File: config.mk
export PLATFORM = sky130hd
export DESIGN_NAME = simon_pipeline_scheduler
export DESIGN_NICKNAME = d
export VERILOG_FILES = /design/src/rtl/simon_pipeline_scheduler.sv
export SDC_FILE = /design/constraint.sdc
export NUM_CORES = 1
export LEC_CHECK = 0
export ABC_CLOCK_PERIOD_IN_PS = 5000
export BUFFER_PORTS_ARGS = -buffer_cell sky130_fd_sc_hd__buf_2
export CAP_MARGIN = 30
export CELL_PAD_IN_SITES_DETAIL_PLACEMENT = 0
export CELL_PAD_IN_SITES_GLOBAL_PLACEMENT = 1
export CORE_MARGIN = 5
export CORE_UTILIZATION = 44
export CTS_BUF_LIST = sky130_fd_sc_hd__clkbuf_8 sky130_fd_sc_hd__clkbuf_16
export DETAILED_ROUTE_END_ITERATION = 6
export PLACE_DENSITY = 0.9
export SYNTH_ARGS = -nofsm -noshare
export SYNTH_HDL_FRONTEND = slang
export SYNTH_SLANG_ARGS = --single-unit
File: constraint.sdc
create_clock -name clk -period 5 [get_ports clk]
set_input_delay 0.5 -clock clk [delete_from_list [all_inputs] [get_ports clk]]
set_output_delay 0.5 -clock clk [all_outputs]
set_load 0.005 [all_outputs]
File: src/rtl/simon_pipeline_scheduler.sv
// Issue scheduler for a fully pipelined Simon 32/64 encrypt core: round-robin intake from
// two requesters, source/tag tracking through the core, and drained, settled key reloads.
module simon_pipeline_scheduler #(
  parameter int LATENCY    = 33,
  parameter int KEY_SETTLE = 2,
  parameter int TAG_W      = 4
) (
  input  logic             clk,
  input  logic             rst,
  input  logic             req0_valid,
  input  logic [31:0]      req0_data,
  input  logic [TAG_W-1:0] req0_tag,
  output logic             req0_ready,
  input  logic             req1_valid,
  input  logic [31:0]      req1_data,
  input  logic [TAG_W-1:0] req1_tag,
  output logic             req1_ready,
  input  logic [63:0]      key_in,
  input  logic             key_update,
  output logic             key_busy,
  output logic [31:0]      core_plntxt,
  output logic             core_issue,
  output logic [63:0]      core_key,
  input  logic [31:0]      core_cphrtxt,
  output logic             rsp_valid,
  output logic [31:0]      rsp_data,
  output logic             rsp_src,
  output logic [TAG_W-1:0] rsp_tag,
  output logic [5:0]       inflight,
  output logic [1:0]       dbg_state
);

  localparam logic [1:0] ST_RUN     = 2'd0;
  localparam logic [1:0] ST_DRAIN   = 2'd1;
  localparam logic [1:0] ST_KEYLOAD = 2'd2;
  localparam logic [1:0] ST_SETTLE  = 2'd3;

  localparam int CNT_W = (KEY_SETTLE < 2) ? 1 : $clog2(KEY_SETTLE + 1);
  localparam logic [CNT_W-1:0] SETTLE_INIT = CNT_W'(KEY_SETTLE);
  localparam logic [CNT_W-1:0] CNT_ONE     = CNT_W'(1);

  // Control state
  logic [1:0]       state_q, state_d;
  logic [63:0]      pend_key_q, pend_key_d;
  logic [63:0]      core_key_q, core_key_d;
  logic [CNT_W-1:0] cnt_q, cnt_d;
  logic             prio_q, prio_d;
  logic [5:0]       inflight_q, inflight_d;

  // Intake arbitration
  logic             run;
  logic             grant0, grant1;
  logic             accept;
  logic             acc_src;
  logic [31:0]      acc_data;
  logic [TAG_W-1:0] acc_tag;

  // Issue stage and tracker
  logic             issue_q;
  logic [31:0]      plntxt_q;
  logic             iss_src_q;
  logic [TAG_W-1:0] iss_tag_q;
  logic [LATENCY-1:0]            trk_v_q;
  logic [LATENCY-1:0]            trk_src_q;
  logic [LATENCY-1:0][TAG_W-1:0] trk_tag_q;
  logic             trk_exit;

  // Response register
  logic             rsp_valid_q;
  logic [31:0]      rsp_data_q;
  logic             rsp_src_q;
  logic [TAG_W-1:0] rsp_tag_q;

  // valid/ready: a block transfers in a cycle where valid && ready. Ready is a combinational
  // function of both valids and the round-robin pointer, is only ever raised in RUN outside
  // reset, and at most one ready is high per cycle. A requester holds data/tag while valid.
  assign run    = (state_q == ST_RUN) && !rst;
  assign grant0 = run && req0_valid && (!req1_valid || !prio_q);
  assign grant1 = run && req1_valid && (!req0_valid ||  prio_q);
  assign accept = grant0 || grant1;
  assign acc_src  = grant1;
  assign acc_data = grant1 ? req1_data : req0_data;
  assign acc_tag  = grant1 ? req1_tag  : req0_tag;

  always_comb begin
    prio_d = prio_q;
    if (accept) prio_d = !acc_src;
  end

  always_comb begin
    inflight_d = inflight_q;
    if (accept && !rsp_valid_q) begin
      inflight_d = inflight_q + 6'd1;
    end else if (!accept && rsp_valid_q) begin
      inflight_d = inflight_q - 6'd1;
    end
  end

  // Key sequencing: the schedule only changes once nothing is left in the core.
  always_comb begin
    state_d    = state_q;
    pend_key_d = pend_key_q;
    core_key_d = core_key_q;
    cnt_d      = cnt_q;
    case (state_q)
      ST_RUN: begin
        if (key_update) begin
          pend_key_d = key_in;
          state_d    = ST_DRAIN;
        end
      end
      ST_DRAIN: begin
        if (key_update) pend_key_d = key_in;
        if (inflight_q == 6'd0) state_d = ST_KEYLOAD;
      end
      ST_KEYLOAD: begin
        // A pulse landing in this cycle is the newest key, so it is the one loaded.
        pend_key_d = key_update ? key_in : pend_key_q;
        core_key_d = key_update ? key_in : pend_key_q;
        cnt_d      = SETTLE_INIT;
        state_d    = ST_SETTLE;
      end
      ST_SETTLE: begin
        if (key_update) begin
          pend_key_d = key_in;
          state_d    = ST_DRAIN;
        end else if (cnt_q <= CNT_ONE) begin
          state_d = ST_RUN;
        end else begin
          cnt_d = cnt_q - CNT_ONE;
        end
      end
      default: state_d = ST_RUN;
    endcase
  end

  always_ff @(posedge clk) begin
    if (rst) begin
      state_q    <= ST_RUN;
      pend_key_q <= '0;
      core_key_q <= '0;
      cnt_q      <= '0;
      prio_q     <= 1'b0;
      inflight_q <= '0;
    end else begin
      state_q    <= state_d;
      pend_key_q <= pend_key_d;
      core_key_q <= core_key_d;
      cnt_q      <= cnt_d;
      prio_q     <= prio_d;
      inflight_q <= inflight_d;
    end
  end

  always_ff @(posedge clk) begin
    if (rst) begin
      issue_q   <= 1'b0;
      plntxt_q  <= '0;
      iss_src_q <= 1'b0;
      iss_tag_q <= '0;
    end else begin
      issue_q <= accept;
      if (accept) begin
        plntxt_q  <= acc_data;
        iss_src_q <= acc_src;
        iss_tag_q <= acc_tag;
      end
    end
  end

  // Tracker entries enter with the issue, so the last stage lines up with the core output.
  always_ff @(posedge clk) begin
    if (rst) begin
      trk_v_q   <= '0;
      trk_src_q <= '0;
      trk_tag_q <= '0;
    end else begin
      trk_v_q   <= {trk_v_q[LATENCY-2:0], issue_q};
      trk_src_q <= {trk_src_q[LATENCY-2:0], iss_src_q};
      trk_tag_q <= {trk_tag_q[LATENCY-2:0], iss_tag_q};
    end
  end

  assign trk_exit = trk_v_q[LATENCY-1];

  always_ff @(posedge clk) begin
    if (rst) begin
      rsp_valid_q <= 1'b0;
      rsp_data_q  <= '0;
      rsp_src_q   <= 1'b0;
      rsp_tag_q   <= '0;
    end else begin
      rsp_valid_q <= trk_exit;
      if (trk_exit) begin
        rsp_data_q <= core_cphrtxt;
        rsp_src_q  <= trk_src_q[LATENCY-1];
        rsp_tag_q  <= trk_tag_q[LATENCY-1];
      end
    end
  end

  assign req0_ready  = grant0;
  assign req1_ready  = grant1;
  assign key_busy    = (state_q != ST_RUN);
  assign core_plntxt = plntxt_q;
  assign core_issue  = issue_q;
  assign core_key    = core_key_q;
  assign rsp_valid   = rsp_valid_q;
  assign rsp_data    = rsp_data_q;
  assign rsp_src     = rsp_src_q;
  assign rsp_tag     = rsp_tag_q;
  assign inflight    = inflight_q;
  assign dbg_state   = state_q;

endmodule

==> metrics.md <==
| Metric | Value |
|---|---|
| Status | `complete, but fails checks` |
| Failing checks | `design-rule violations` |
| Clock tree from TritonCTS | `yes` |
| Chain of cells forming the critical path | `inv_1 > ha_1 > nor2b_1 > o21ai_2 > inv_1 > ha_1 > inv_1 > ha_1 > a211o_2 > nor4b_1 > a221oi_1 > mux2_2` |
| Overall overflow remaining after global route | `0` |
| Post-synth EDFFs | `0` |
| Final weighted congestion in routability-driven placement | `about 0.79` |
| Residual antenna-violating net count after detailed routing | `0` |
| Commonest cells in the synthesized netlist | `413 x sky130_fd_sc_hd__dfxtp_1, 204 x sky130_fd_sc_hd__nor2_1, 201 x sky130_fd_sc_hd__nor2b_1, 104 x sky130_fd_sc_hd__mux2i_1, 65 x sky130_fd_sc_hd__a211oi_1` |
| Routed WL per cell | `13.98 µm` |
| Skew-Pair Late Insertion Delay | `roughly 530 ps` |
| Post-layout total power | `8.186 mW` |
| Buffers added on ports | `318` |
| Arrival time of the worst setup path | `3500 ps` |
| Number of cell instances on the worst register-to-register path | `12` |
| Vias in the first global route | `8717` |
| Startpoint-to-endpoint class of the critical path | `flop to flop` |
| Distinct cells, synth | `37` |
| Buffers inserted during post-CTS setup optimization | `0` |
| Register-to-register path setup slack | `1920 ps` |
| Total core area | `about 29000 µm²` |
| Floorplan row count | `63` |
| Worst min path class | `input port to flop` |
| F_max | `around 320 MHz` |
| Most instantiated library cell after synthesis | `sky130_fd_sc_hd__dfxtp_1` |
| Total count of max-transition violations in the final report | `0` |
| Measured slew at the worst slew-check pin | `1021 ps` |
| Worst slew margin relative to its limit | `31.91%` |
| Sum of routed wire length over all layers | `approximately 26 mm` |
| Number of primary I/O pins | `between 300 and 400` |
| Count of cells along the worst hold path | `3` |
| Number of standard cells in the layout, taps in and fillers out | `1884` |
| Clk pin slew, worst setup/hold paths | `approximately 60 ps` |
| Placed wire-length estimate | `about 17 mm` |
| Starting Density | `44.30%` |
| Number of antenna violations at the first check in global routing | `2` |
| Slowest cell on the critical path | `sky130_fd_sc_hd__dfxtp_1` |
| Hold-critical path endpoint | `rsp_data[25]$_SDFFE_PP0P_` |
| Cell count after placement | `1811` |
| Num CTS Buffers | `41` |
| Cell leakage power | `7.129 nW` |
| Most area-consuming cells after synthesis | `sky130_fd_sc_hd__dfxtp_1 63%, sky130_fd_sc_hd__nor2b_1 9.7%, sky130_fd_sc_hd__mux2i_1 8.0%, sky130_fd_sc_hd__nor2_1 5.9%, sky130_fd_sc_hd__a211oi_1 3.7%` |
| Clock period minus worst slack | `3081 ps` |
| Number of flip-flops and latches in the synthesized netlist | `413` |
| Hold Startpoint | `core_cphrtxt[25]` |
| Number of buffers inserted by hold repair at cts | `0` |
| Setup repair after global routing missed its margin | `no` |
| Detailed-route via count | `between 8000 and 9000` |
| Total iterations of the first detailed-routing run | `7` |
| FF+latch area | `a little over 8000 µm²` |
| Hold Fails Final Rpt | `0` |
| Detailed-route vias per instance | `4.763` |
| Total of endpoints with negative setup slack in the final report | `0` |
| Startpoint of the worst-slack reg-to-reg timing path | `dbg_state[1]$_SDFFE_PP0P_` |
| DRC errors left | `4` |
| Avg Inst Size Synth | `11.04 µm²` |
| Number of design-rule violations left by the first detailed-router iteration | `471` |
| Post-synth top area share | `between 60 and 70%` |
| IR drop worst, VDD | `0.0002572 V` |
| Maximum root-to-sink buffer count | `3` |
| Number of filler cells placed in the layout | `approximately 2600` |
| Maximum number of pins on one net before global-route repair | `around 230` |
| Instance count of the mapped netlist | `1180` |
| Max Cap Violations | `0` |
| Destination of the worst register-to-register timing path | `inflight[5]$_SDFFE_PP0P_` |
| Buffers & Inverters on Critical Path | `3` |
| Area grow syn2layout | `24.87%` |
| Cell type with the largest total area after synthesis | `sky130_fd_sc_hd__dfxtp_1` |
| CTS resizes | `0` |
| Cell chosen for the clock root | `sky130_fd_sc_hd__clkbuf_16` |
| Proportion of synthesized chip area in sequential cells | `between 60% and 70%` |
| Power density relative to cell area | `503.3 nW/µm²` |
| Data required time of the critical path | `5420 ps` |
| Clock skew after layout | `10.99 ps` |
| Type of origin of the critical path | `flop` |
| Top delay family on crit path | `adder cells` |
| Share of async-settable or async-resettable flops after synthesis | `0%` |
| Net count of the mapped netlist | `1365` |
| Peak fanout along the critical path | `6` |
| Count of yosys warnings during synthesis | `0` |
| Number of H-tree branching levels | `2` |
| Global-route wire length before repair | `42.99 mm` |
| All-Layer GR Usage | `15.32%` |
| Chip width | `182.0 µm` |
| Ratio of cells with drive above 1 in the final layout | `26.72%` |
| Leading register cell type out of synthesis | `sky130_fd_sc_hd__dfxtp_1` |
| Combined area of the multi-input logic cells | `~4400 µm²` |
| Fin crit share | `61.63%` |
| Total negative setup slack | `0 ps` |
| Overall die area | `between 30000 and 40000 µm²` |
| Synthesized area | `13020 µm²` |
| CTS sink count | `413` |
| Die outline height | `182.0 µm` |
| Maximum cell stage delay along the critical path | `460 ps` |
| CP Capture Type | `flop` |
| Final net count | `1650` |
## kinds of logic after synthesis
logic type / count (synthesis) / synth area share [%]
AND/OR/NAND/NOR: 426 / 16.47
flip-flops: 413 / 63.48
AO/OA/AOI/OAI: 127 / 7.772
multiplexers: 105 / 8.080
buffers and inverters: 94 / 2.786
adder cells (fa/ha/maj): 12 / 1.210
XOR/XNOR: 3 / 0.2018
## power by group
part	switching (mW)	internal, mW
Sequential	0.178	3.61
Clock	1.23	1.74
Combinational	0.777	0.641
## per-stage QoR
step	cell area (µm²)	utilization, %	hold WS, ps	worst slack [ps]
4_1_cts	16230	55.21	183.8	1574
2_1_floorplan	13020	-	413.8	1877
5_1_grt	16260	55.31	194.7	1753
3_5_place_dp	14870	50.59	422.0	1848
3_3_place_gp	14870	50.59	418.2	1866
6_report	16260	55.31	209.3	1919
## layout by cell type, fill, tap and decap left out, drive strengths merged, types with 3 or more instances in the layout
master    n
nor2b   201
buf     326
clkbuf   53
ha       11
dfxtp   413
xor2      3
nand2b    3
clkinv   10
a222oi   34
o21ai     5
nand2     7
mux2i   104
a211oi   65
inv      15
a21oi    10
nor2    204
or4       3
a21o      4
## flip-flops by register name, indices dropped and copies added, names as in the netlist
register,count
core_plntxt,32
dbg_state,2
iss_tag_q,4
core_issue,1
trk_v_q,33
trk_tag_q,132
rsp_src,1
inflight,6
iss_src_q,1
pend_key_q,64
core_key,64
rsp_tag,4
cnt_q,2
rsp_valid,1
rsp_data,32
prio_q,1
trk_src_q,33
## layer usage
layer  part of all wire (%)  global-route usage (%)  wire length [µm]
met5                  0.027                       0                 7
met1                     47                   20.93             12330
met3                    8.4                   4.227              2222
met2                     43                   24.09             11290
met4                    1.8                   4.083               485
## final cells by class
class                   count  share of cell area, %
multi-input cells         673                  27.11
well taps                 390                  3.000
inverters                  10                 0.2308
clock buffers              53                  7.324
repair buffers            326                  10.43
clock inverters            18                  1.039
flip-flops and latches    413                  50.85
diodes                      1                0.01539
## worst max-delay path by stage
stage                              startpoint                  endpoint  slack (ps)  depth (start not counted)
floorplan           dbg_state[0]$_SDFFE_PP0P_  inflight[5]$_SDFFE_PP0P_        1880                         13
global placement                          rst  inflight[5]$_SDFFE_PP0P_        1870                         11
detailed placement                        rst  inflight[5]$_SDFFE_PP0P_        1850                         11
CTS                 dbg_state[0]$_SDFFE_PP0P_                req0_ready        1570                          6
global route        dbg_state[1]$_SDFFE_PP0P_  inflight[5]$_SDFFE_PP0P_        1750                         12
finish              dbg_state[1]$_SDFFE_PP0P_  inflight[5]$_SDFFE_PP0P_        1920                         12
## worst register-to-register path, cell delays in order, from the launching register on
cell	delay [ps]
sky130_fd_sc_hd__dfxtp_1	460
sky130_fd_sc_hd__inv_1	130
sky130_fd_sc_hd__ha_1	250
sky130_fd_sc_hd__nor2b_1	180
sky130_fd_sc_hd__o21ai_2	100
sky130_fd_sc_hd__inv_1	90
sky130_fd_sc_hd__ha_1	220
sky130_fd_sc_hd__inv_1	180
sky130_fd_sc_hd__ha_1	290
sky130_fd_sc_hd__a211o_2	340
sky130_fd_sc_hd__nor4b_1	140
sky130_fd_sc_hd__a221oi_1	250
sky130_fd_sc_hd__mux2_2	370
No activity file was read; power rests on OpenSTA's default activity.
